[src/rtl/tff_seq_ctrl.sv]
// Command sequencer for a bank of toggle flip-flops: accepts TOGGLE/COUNT/CLEAR/NOP
// commands over valid/ready and drives the registered per-bit toggle vector.
module tff_seq_ctrl #(
    parameter int WIDTH = 4,
    parameter int CNT_W = 8
) (
    input  logic             clk,
    input  logic             rst,
    input  logic             cmd_valid,
    output logic             cmd_ready,
    input  logic [1:0]       cmd_op,
    input  logic [WIDTH-1:0] cmd_mask,
    input  logic [CNT_W-1:0] cmd_len,
    output logic [WIDTH-1:0] t_out,
    output logic [WIDTH-1:0] q,
    output logic             busy,
    output logic             done
);

    localparam logic [1:0] OP_TOGGLE = 2'b00;
    localparam logic [1:0] OP_COUNT  = 2'b01;
    localparam logic [1:0] OP_CLEAR  = 2'b10;

    typedef enum logic [1:0] {
        IDLE = 2'b00,
        EXEC = 2'b01,
        DONE = 2'b10
    } state_t;

    state_t           state, state_next;
    logic [CNT_W-1:0] rem, rem_next;
    logic [1:0]       op_reg, op_next;
    logic [WIDTH-1:0] t_next;
    logic             accept;

    // Toggle vector that makes a TFF bank count up by one: bit i flips when all lower bits are set.
    function automatic logic [WIDTH-1:0] inc_vec(input logic [WIDTH-1:0] v);
        logic [WIDTH-1:0] r;
        logic             carry;
        r     = '0;
        carry = 1'b1;
        for (int i = 0; i < WIDTH; i++) begin
            r[i]  = carry;
            carry = carry & v[i];
        end
        return r;
    endfunction

    assign cmd_ready = (state == IDLE) && rst;
    assign accept    = cmd_valid && cmd_ready;
    assign busy      = (state != IDLE);
    assign done      = (state == DONE);

    always_comb begin
        state_next = state;
        rem_next   = rem;
        op_next    = op_reg;
        t_next     = '0;
        case (state)
            IDLE: begin
                if (accept) begin
                    op_next = cmd_op;
                    case (cmd_op)
                        OP_TOGGLE: begin
                            t_next     = cmd_mask;
                            rem_next   = CNT_W'(1);
                            state_next = EXEC;
                        end
                        OP_CLEAR: begin
                            t_next     = q;
                            rem_next   = CNT_W'(1);
                            state_next = EXEC;
                        end
                        OP_COUNT: begin
                            rem_next = cmd_len;
                            if (cmd_len == '0) begin
                                state_next = DONE;
                            end else begin
                                t_next     = inc_vec(q);
                                state_next = EXEC;
                            end
                        end
                        default: begin
                            rem_next   = '0;
                            state_next = DONE;
                        end
                    endcase
                end
            end
            EXEC: begin
                rem_next = rem - CNT_W'(1);
                if (rem <= CNT_W'(1)) begin
                    state_next = DONE;
                end else if (op_reg == OP_COUNT) begin
                    // Next increment is computed from the bank value after this edge's toggle.
                    t_next = inc_vec(q ^ t_out);
                end
            end
            DONE: begin
                state_next = IDLE;
            end
            default: begin
                state_next = IDLE;
            end
        endcase
    end

    always_ff @(posedge clk or negedge rst) begin
        if (!rst) begin
            state  <= IDLE;
            rem    <= '0;
            op_reg <= '0;
            t_out  <= '0;
            q      <= '0;
        end else begin
            state  <= state_next;
            rem    <= rem_next;
            op_reg <= op_next;
            t_out  <= t_next;
            q      <= q ^ t_out;
        end
    end

endmodule

[config.mk]
export PLATFORM = sky130hd
export DESIGN_NAME = tff_seq_ctrl
export DESIGN_NICKNAME = d
export VERILOG_FILES = /design/src/rtl/tff_seq_ctrl.sv
export SDC_FILE = /design/constraint.sdc
export NUM_CORES = 1
export LEC_CHECK = 0
export ABC_AREA = 1
export BUFFER_PORTS_ARGS = -buffer_cell sky130_fd_sc_hd__buf_4
export CAP_MARGIN = 0
export CORE_MARGIN = 4
export CORE_UTILIZATION = 48
export DETAILED_ROUTE_END_ITERATION = 10
export PLACE_DENSITY = 0.79
export SYNTH_ARGS = -nofsm -noshare
export SYNTH_HDL_FRONTEND = slang
export SYNTH_SLANG_ARGS = --single-unit
[constraint.sdc]
create_clock -name clk -period 1.4 [get_ports clk]
set_input_delay 0.14 -clock clk [delete_from_list [all_inputs] [get_ports clk]]
set_output_delay 0.14 -clock clk [all_outputs]
set_load 0.01 [all_outputs]
Word level (Yosys, flattened, before mapping)

Index checks and enable logic that the tools add are counted.

Output and inout port bits: 11
Flip-flop bits (word level): 20
RAM bits: 0
Word-level logic and storage cells: 44
Bits of input ports: 17
Bits in latches: 0
Memories: 0
ROM bits: 0

Equality and inequality tests: 7
Divide/modulo/power cells: 0
Reductions and logical operators: 11
Muxes and demuxes: 14
$mul: 0
Magnitude comparators: 1
Add/sub/neg operators: 1
Shift-type cells: 0
Bitwise logic cells: 5

Operators with widths:

| cell                  | number |
|---|---|
| $pmux W8 S2           | 2 |
| $mux W4               | 4 |
| $pmux W4 S3           | 1 |
| $le A8 B1 Y1 const B  | 1 |
| $logic_not A8 Y1      | 1 |
| $mux W8               | 1 |
| $pmux W2 S2           | 2 |
| $pmux W4 S2           | 1 |
| $sub A8 B1 Y8 const B | 1 |
| $eq A2 B1 Y1 const B  | 3 |
| $mux W2               | 3 |
| $reduce_and A2 Y1     | 3 |
| $and A1 B1 Y1         | 4 |
| $eq A2 B2 Y1 const B  | 2 |
| $logic_not A2 Y1      | 2 |
| $ne A2 B2 Y1 const B  | 2 |
| $reduce_bool A2 Y1    | 2 |
| $xor A4 B4 Y4         | 1 |
| $logic_and A1 B1 Y1   | 2 |
| $reduce_or A2 Y1      | 1 |

Depth between registers and ports, before layout

Gate-level depths: netlist (run 1).

Word-level depth: 6
Depth in mapped cells: 9
Gate-level depth less buffers: 9

Worst setup path after synthesis (run 1)

No wires, ideal clock.

Kind: register to register
Start point: register rem[0]
End point: register t_out[1]
Path slack: 64 ps
Setup time: 65 ps
Buffers on the path: 0
Required time: 1335 ps
Stages on the path, launching flop included: 9
Arrival time: 1271 ps
Period minus slack after synthesis: 1336 ps
Cells stage by stage: dfrtp_1 inv_1 ha_1 or2_0 nand4_1 nand2_1 nor2_1 nand2_1 nand2_1

Longest elaborated chain between the ends: 3

Ends and longest elaborated chain:

| element                  | line | RTL |
|---|---|---|
| start: declaration       | 31   | `logic [CNT_W-1:0] rem, rem_next;` |
| start signal: assignment | 117  | `rem <= rem_next;` |
| $le A8 B1 Y1             | 92   | `if (rem <= CNT_W'(1)) begin` |
| $mux W4                  | 92   |  |
| $pmux W4 S2              | 59   | `case (state)` |
| named net t_next[1]      | 33   | `logic [WIDTH-1:0] t_next;` |
| end signal: assignment   | 119  | `t_out <= t_next;` |
| end: declaration         | 14   | `output logic [WIDTH-1:0] t_out,` |

The timed path passes the listed nets, and every way through them passes these cells.
A chain may end at the register's enable or synchronous reset.

Final worst setup path (run 1)

Start point: register rem[1]
End point: register state[0]

Longest elaborated chain between the ends: 3

Ends and longest elaborated chain:

| element                            | line | RTL |
|---|---|---|
| $le A8 B1 Y1                       | 92   |  |
| $ne A2 B2 Y1 (no source line)      | --   |  |
| $reduce_and A2 Y1 (no source line) | --   |  |
| end signal: assignment             | 116  | `state <= state_next;` |
| end: declaration                   | 30   | `state_t state, state_next;` |

Every way passes these cells.

==> impl_metrics.json, run 1 <==
{
  "setup_violations": 1,
  "synth.area.top_cells": "dfrtp_1 (40%), nand2_1 (16%), inv_1 (8.7%)",
  "start_util_pct": 50.6,
  "synthToLayoutAreaGrowth_pct": 31.3,
  "max-clock-path-buffers": 2,
  "synth_mux_area_share_pct": 0,
  "grt_pass1_wl_um": 5530,
  "ant_nets": 0,
  "drt-initial-drc-count": 57,
  "num_vias": 1348,
  "finalClockSkew_ps": 11.5,
  "cap_violations": 0,
  "fmax_mhz": 714,
  "cp_max_fo": 4,
  "tritoncts": "yes",
  "path_class": "flop to flop",
  "die_x_um": 59.1,
  "slew_viol_final": 0,
  "cts.clk_slew.worst_paths_ps": 120,
  "core_mm2": 0.00248,
  "slew_headroom_pct": 39.4,
  "rsz0062_at_grt": "true",
  "antenna_found_initial": 0,
  "ys_seq_area_share_pct": 39.9,
  "hold_violations": 0,
  "rows": 18,
  "required_ps": 1610,
  "largest_reg_flops": 8,
  "power.density_mw_per_mm2": 1950,
  "nets": 242,
  "clock_latency_ps": 310,
  "critPathArrivalTime_ps": 1610,
  "gp_congestion": 0.930,
  "p_leak_uw": 0.000897,
  "numCtsBuffers": 3,
  "synth_xor_area_share_pct": 2.79,
  "critPathLaunchType": "flop",
  "grt-ovfl-total": 0,
  "synth_adder_area_share_pct": 2.00,
  "synth_top_cell_by_area": "dfrtp_1",
  "syn_avg_cell_area_um2": 6.85,
  "syn-num-nets": 202,
  "ys_types": 20,
  "synth_compound_area_share_pct": 7.78,
  "cts_sinks": 20,
  "cts_max_level": 1,
  "synth_warnings": 0,
  "max-vdd-ir-drop_v": 0.00150,
  "regMostFlops": "rem",
  "routedWlPerCell_um": 13.4,
  "drc": 0,
  "synth_top_family_by_area": "simple AND/OR/NAND/NOR gates",
  "end_kind": "flop",
  "worstMarginPinSlew_ps": 906,
  "synth_simple_gate_area_share_pct": 36.2,
  "cts-root-buf": "clkbuf_4",
  "vias_per_cell": 5.35,
  "die_area_mm2": 0.00349,
  "io_pins": 28,
  "grtUsageTotal_pct": 20.7,
  "fin_ws_ps": -0.994,
  "portBuffers": 27,
  "netlist_instances": 183,
  "grt_pass1_vias": 1302,
  "top_regs": "rem (8), q (4), t_out (4)",
  "wl_um": 3390,
  "min_path_type": "input port to flop",
  "n_antenna_cell": 0,
  "synth_seq_cells": 20,
  "finalCritPeriodShare_pct": 100,
  "die_y_um": 59.1,
  "finalCriticalPeriod_ps": 1400,
  "violations": "setup timing",
  "synthesis.area_mm2": 0.00125,
  "synth.top_cell.area_share_pct": 39.9,
  "outcome": "complete, but fails checks",
  "drive_gt1_share_pct": 27.0,
  "dp_hpwl_um": 2510,
  "holdWs_ps": 99.6,
  "place_ws_ps": -37.7,
  "grt_max_degree": 21,
  "dr.pass1.iters": 4
}
## placed cells by master, fill, tap and decap left out, drive strengths merged, types with 2 or more instances in the layout
master	n
dfrtp	20
nand3	19
buf	37
nor2	23
xor2	4
clkbuf	4
nand2	52
ha	2
o21ai	11
a21oi	4
nand4	5
inv	33
nor3	2
o211ai	2
## worst max-delay path, cell delays in order (launching register included)
cell and delay (ps):
dfrtp_1 410, inv_2 100, ha_2 180, or2_0 120, nand4_1 160, nand2_2 160
buf_4 120, nand2_1 50
## path summary, 6_finish.rpt
kind,start,end,slack [ps],cells after the start
setup / recovery,rem[1],state[0],-1,7
hold / removal,cmd_len[4],rem[4],100,3
setup reg to reg,rem[1],state[0],-1,7
hold reg to reg,t_out[3],q[3],480,1
max in group asynchronous,rst,rem[5],250,3
min in group asynchronous,rst,op_reg[1],580,3
## where the power goes
part | switching [µW] | total (µW) | internal [µW]
sequential | 240 | 1060 | 822
combinational | 1050 | 1800 | 753
clock | 182 | 341 | 159
## kinds of logic (layout without fill, tap and decap cells)
group / after synthesis / count (layout)
fa+ha+maj: 2 / 2
flops: 20 / 20
buf+inv: 36 / 75
xor+xnor: 4 / 4
compound gates: 18 / 18
simple gates: 103 / 103
## metrics by stage
step	power, µW	TNS, ps	cells	util [%]	cell area (µm²)
4_1_cts	3010	0	249	64.3	1590
6_report	3210	-0.994	252	66.5	1650
2_1_floorplan	2000	0	183	-	1250
3_3_place_gp	2530	0	244	61.7	1530
3_5_place_dp	2610	-60.5	244	61.7	1530
5_1_grt	3500	-347	252	66.5	1650
## area by class of cell
class,count,area (µm²)
Clock buffer,4,36.3
Fill cell,211,831
Inverter,33,124
Multi-Input combinational cell,127,661
Sequential cell,20,500
Tap cell,30,37.5
Timing Repair Buffer,38,288
## synthesized netlist by cell type (all sizes together)
cell type / instances
buf: 3
o211ai: 2
xor2: 4
nand2: 52
nand4: 5
o21ai: 11
inv: 33
nand3: 19
nand3b: 1
o21a: 1
ha: 2
nor2: 23
dfrtp: 20
or2: 1
nor3: 2
a21oi: 4
## routing by layer
metal / global-route usage, % / up-vias / wire, µm
li1: - / 652 / -
met1: 27.6 / 613 / 1320
met2: 33.0 / 70 / 1700
met3: 3.05 / 13 / 275
met4: 9.39 / 0 / 91
met5: 0 / - / 0
## timing repair
action,4_1_cts,5_1_grt
pin swaps,0,5
hold buffers,1,0
endpoints found under the setup margin,5,12
resized for setup,4,12
hold endpoints to repair,20,0
buffers inserted,0,3
Note: power is estimated with default switching activity, not from simulation.
==> run 2, diff against run 1 <==
CORE_UTILIZATION = 50   (was 48)
CTS_BUF_LIST = sky130_fd_sc_hd__clkbuf_8   (was default)
PLACE_DENSITY = 0.82   (was 0.79)
==> run 2 against run 1 <==
Effect of this change:
- the flow now finishes without violations
- clock skew fell by 2.1 ps
- final area fell by 0.91%
- die area fell by 3.5%
- power rose by 2.4%
- non-clock buffer count fell by 4
- critical path depth did not move
- global-route usage rose by 1.1 points
- first-iteration DRC count rose by 33%
- highest routed layer unchanged
- clock power rose by 74%
- clock-buffer cell count fell by 1
- sequential cell count did not move
==> impl_metrics.json, run 2 (synthesis results as in run 1) <==
{
  "outcome": "completed",
  "cts_sinks": 20,
  "rsz0062_at_grt": "true",
  "num_vias": 1287,
  "design_area_mm2": 0.00163,
  "critPathSlowestCell": "dfrtp_1",
  "path_cells": "ha_2 -> or2_0 -> nand4_1 -> nand2_1 -> nor2_2 -> nand2_1 -> nand2_1",
  "switching_share_pct": 42.9,
  "vias_per_cell": 5.23,
  "top_regs": "rem (8), q (4), t_out (4)",
  "mostFrequentLayoutCells": "nand2_1 (51), buf_4 (33), inv_1 (27)",
  "dr.pass1.iters": 4,
  "numCtsBuffers": 3,
  "rows": 17,
  "cp_top_family": "simple AND/OR/NAND/NOR gates",
  "timing.rr.end": "t_out[1]",
  "gp_congestion": 0.916,
  "grt_pass1_vias": 1253,
  "core_mm2": 0.00230,
  "worstMarginPinSlew_ps": 936,
  "grt_pass1_wl_um": 5610,
  "n_antenna_cell": 0,
  "slew_viol_final": 0,
  "setup_violations": 0,
  "start_util_pct": 54.6,
  "drive_gt1_share_pct": 24.3,
  "finalCritPeriodShare_pct": 95.6,
  "end_kind": "flop",
  "die_area_mm2": 0.00337,
  "max-clock-path-buffers": 2,
  "portBuffers": 27,
  "slew_headroom_pct": 37.4,
  "p_leak_uw": 0.000891,
  "holdWs_ps": 155,
  "required_ps": 1610,
  "power.density_mw_per_mm2": 2010,
  "hold_start": "cmd_len[3]",
  "largest_reg_flops": 8,
  "tritoncts": "yes",
  "critPathArrivalTime_ps": 1550,
  "die_x_um": 58.1,
  "cts_max_level": 1,
  "cp_max_fo": 3,
  "drc": 0,
  "nets": 238,
  "cts.clk_slew.worst_paths_ps": 80,
  "dp_hpwl_um": 2540,
  "antenna_found_initial": 0,
  "regMostFlops": "rem",
  "routedWlPerCell_um": 13.6,
  "finalClockSkew_ps": 9.32,
  "wl_um": 3330,
  "drt-initial-drc-count": 76,
  "synthToLayoutAreaGrowth_pct": 30.1,
  "path_buf_inv": 0,
  "min_path_type": "input port to flop",
  "reg2reg_slack_ps": 60,
  "ant_nets": 0,
  "layout.cells.non_filler": 246,
  "io_pins": 28,
  "path_class": "flop to flop",
  "post_cts_buffers": 0,
  "comb_power_share_pct": 49.7,
  "critPathLaunchType": "flop",
  "crit_top_cell": "nand2_1",
  "hold_violations": 0,
  "p_seq_share_pct": 32.3,
  "clock_latency_ps": 270,
  "fmax_mhz": 747,
  "grt_max_degree": 21,
  "holdPathEnd": "rem[3]",
  "holdPathStages": 3,
  "clock_power_share_pct": 18.0,
  "max-vdd-ir-drop_v": 0.00136,
  "cap_violations": 0,
  "rr_startpoint": "rem[0]",
  "cts-root-buf": "clkbuf_8",
  "internal-power_uw": 1880,
  "grt-ovfl-total": 0,
  "reg2regPathDepth": 7,
  "dp_cells": 241,
  "die_y_um": 58.1,
  "grtUsageTotal_pct": 21.7,
  "cp_slowest_stage_delay_ps": 410,
  "final_common_cell": "nand2_1",
  "finalCriticalPeriod_ps": 1340,
  "switchingPower_uw": 1410,
  "placed_area_mm2": 0.00152
}
## run 2: changes by cell type in the layout (fill, tap and decap cells not counted), moves of 2 or more
cell      before  now
clkbuf_4       3    0
nor2_4         5    3
clkbuf_8       1    3
nand2_2        3    1
nand2_1       49   51
buf_4         37   33
## run 2: worst min-delay path: cells and delay by family
kind                   cells  cell delay [ps]
buffers and inverters      1               90
AND/OR/NAND/NOR            2              150
## run 2: power by group through the flow
stage                     clock network (µW)  registers [µW]  logic (µW)
after floorplan                            0            1050         956
after global placement                     0            1040        1480
after detailed placement                   0            1060        1520
after CTS                                600            1050        1540
after global routing                     630            1100        1840
final                                    592            1060        1630
## run 2: repair_timing
action	in CTS	in global routing
hold buffers	1	0
gates cloned	0	0
pin swaps	1	6
endpoints found under the hold margin	20	0
resized for setup	1	9
setup endpoints to repair	2	10
## run 2: routing by layer
layer  track usage [%]  part of all wire (%)  vias to the layer above
met1              28.9                    44                      586
met5                 0                     0                        -
met4              10.3                   3.0                        0
met2              33.9                    47                       49
met3              4.23                   6.1                       11
li1                  -                     -                      641
## run 2: worst max path at each step
stage            from       end  cells past startpoint
2_1_floorplan  rem[0]  t_out[1]                      8
3_3_place_gp   rem[0]  t_out[1]                      8
3_5_place_dp   rem[0]  t_out[1]                      8
4_1_cts        rem[1]    rem[6]                      8
5_1_grt        rem[1]  t_out[1]                      8
6_report       rem[0]  t_out[1]                      7
## run 2: per-stage QoR
stage | setup TNS [ps] | total power [µW] | worst slack (ps) | utilization, %
5_1_grt | -118 | 3560 | -37.7 | 71.0
6_report | 0 | 3280 | 62.2 | 71.0
2_1_floorplan | 0 | 2000 | 64.4 | -
3_3_place_gp | 0 | 2530 | 43.8 | 66.1
3_5_place_dp | -3.73 | 2580 | -3.73 | 66.1
4_1_cts | 0 | 3190 | 7.09 | 69.8
## run 2: final cells by class
| type | instances | area (µm²) |
|---|---|---|
| Tap cell | 28 | 35.0 |
| Multi-Input combinational cell | 127 | 643 |
| Timing Repair Buffer | 34 | 258 |
| Fill cell | 194 | 666 |
| Inverter | 33 | 124 |
| Clock buffer | 3 | 41.3 |
| Sequential cell | 20 | 500 |
| Clock inverter | 1 | 30.0 |
==> run 3, diff against run 2 <==
CORE_ASPECT_RATIO = 1.75   (was default)
SETUP_SLACK_MARGIN = 0.5   (was default)
TNS_END_PERCENT = 10   (was default)
==> run 3 against run 2 <==
Effect of this change:
- the run now ends with hold timing, setup timing left
- final area grew 10%
- via count increased by 10%
- sequential power rose by 5%
- fmax fell by 11%
- sequential share of layout area down 2.7 points
- sequential cell count is the same
- combinational power increased by 33%
- non-clock buffer count up 8
- setup slack got worse by 160 ps
- critical path depth unchanged
- clock-buffer cell count is 1 higher
- critical path type unchanged
==> impl_metrics.json, run 3 (synthesis results as in run 1) <==
{
  "io_pins": 28,
  "reg2reg_slack_ps": -100,
  "path_class": "flop to flop",
  "routedWlPerCell_um": 15.5,
  "outcome": "complete, but fails checks",
  "cts-root-buf": "clkbuf_8",
  "critPathArrivalTime_ps": 1650,
  "tritoncts": "yes",
  "grt-ovfl-total": 0,
  "power.density_mw_per_mm2": 2080,
  "drive_gt1_share_pct": 33.9,
  "largest_reg_flops": 8,
  "fin_tns_setup_ps": -243,
  "violations": "hold timing, setup timing",
  "synthToLayoutAreaGrowth_pct": 43.2,
  "finalCritPeriodShare_pct": 107,
  "grt_pass1_vias": 1311,
  "start_util_pct": 53.8,
  "reg2regPathDepth": 7,
  "finalCriticalPeriod_ps": 1500,
  "rsz0062_at_grt": "true",
  "grt_pass1_wl_um": 5420,
  "max-clock-path-buffers": 2,
  "critPathLaunchType": "flop",
  "hold_violations": 20,
  "holdWs_ps": -139,
  "regMostFlops": "rem",
  "die_area_mm2": 0.00340,
  "dr.pass1.iters": 4,
  "core_mm2": 0.00233,
  "fmax_mhz": 667,
  "slew_viol_final": 0,
  "antenna_found_initial": 0,
  "rr_startpoint": "rem[1]",
  "portBuffers": 27,
  "drc": 0,
  "dp_hpwl_um": 2650,
  "n_antenna_cell": 0,
  "cts_max_level": 1,
  "end_kind": "flop",
  "timing.rr.end": "t_out[3]",
  "grt.met3_usage_pct": 2.42,
  "final_common_cell": "nand2_1",
  "cts_sinks": 20,
  "grt_max_degree": 22,
  "slew_headroom_pct": 80.1,
  "worstMarginPinSlew_ps": 297,
  "busiest_layer": "met2",
  "die_x_um": 45.9,
  "drt-initial-drc-count": 37,
  "num_vias": 1418,
  "die_y_um": 74.2,
  "finalClockSkew_ps": 1.47,
  "wl_um": 3910,
  "cap_violations": 0,
  "min_path_type": "input port to asynchronous set/reset pin",
  "rows": 23,
  "p_leak_uw": 0.000953,
  "nets": 247,
  "vias_per_cell": 5.63,
  "fin_ws_ps": -99.4,
  "mostFrequentLayoutCells": "nand2_1 (47), buf_4 (29), inv_1 (25)",
  "clock_latency_ps": 260,
  "grt_use_met1_pct": 22.0,
  "cp_max_fo": 4,
  "setup_violations": 5,
  "grtUsageMet2_pct": 39.4,
  "cts.clk_slew.worst_paths_ps": 70,
  "required_ps": 1550,
  "ant_nets": 0,
  "max-vdd-ir-drop_v": 0.00166,
  "top_regs": "rem (8), q (4), t_out (4)",
  "gp_congestion": 0.946,
  "place_ws_ps": 17.9,
  "grtUsageTotal_pct": 21.4,
  "numCtsBuffers": 3
}
-- run 3: worst max-delay path by stage --
stage	start	to	slack (ps)	cells after the start
floorplan	rem[0]	t_out[1]	150	7
global placement	rem[0]	t_out[1]	80	8
detailed placement	rem[0]	t_out[1]	20	8
CTS	rem[0]	t_out[1]	40	8
global route	rem[1]	t_out[3]	-190	7
finish	rem[1]	t_out[3]	-100	7
-- run 3: final cells by class --
| type | instances | area, µm² |
|---|---|---|
| timing repair buffer | 42 | 368 |
| sequential | 20 | 502 |
| multi-input combinational | 128 | 713 |
| clock buffer | 4 | 55.1 |
| inverter | 33 | 126 |
| tap | 25 | 31.3 |
| fill | 166 | 536 |
-- run 3: what timing repair did --
action	in CTS	in global routing
hold endpoints to repair	20	20
cloned	0	1
setup buffers	1	10
endpoints found under the setup margin	27	27
pin swaps	3	17
gates resized for setup	1	40
-- run 3: through the flow --
step                std cells  cell area (µm²)  utilization [%]  total power (µW)  hold WS [ps]
floorplan                 183             1270                -              2040          -156
CTS                       241             1580             67.7              3070          -138
global placement          236             1510             64.9              2560           134
finish                    252             1800             77.0              3730          -139
detailed placement        236             1510             64.9              2610           140
global route              252             1800             77.0              3990          -124
-- run 3: where the power goes --
group	internal, µW	total [µW]	switching [µW]
Sequential	827	1110	282
Clock	251	444	194
Combinational	987	2170	1190
Total	2060	3730	1660
-- run 3: worst max-delay path, stage by stage, from the launching register on --
cell and delay [ps]:
dfrtp_1 390, inv_2 100, ha_2 180, or2_0 120, nand4_1 200, buf_4 220, nand4_1 120, nand2_1 60
-- run 3: metal layers --
| layer | part of all wire [%] | vias to the layer above |
|---|---|---|
| li1 | - | 664 |
| met1 | 35 | 664 |
| met2 | 54 | 68 |
| met3 | 5.4 | 22 |
| met4 | 5.9 | 0 |
| met5 | 0 | - |
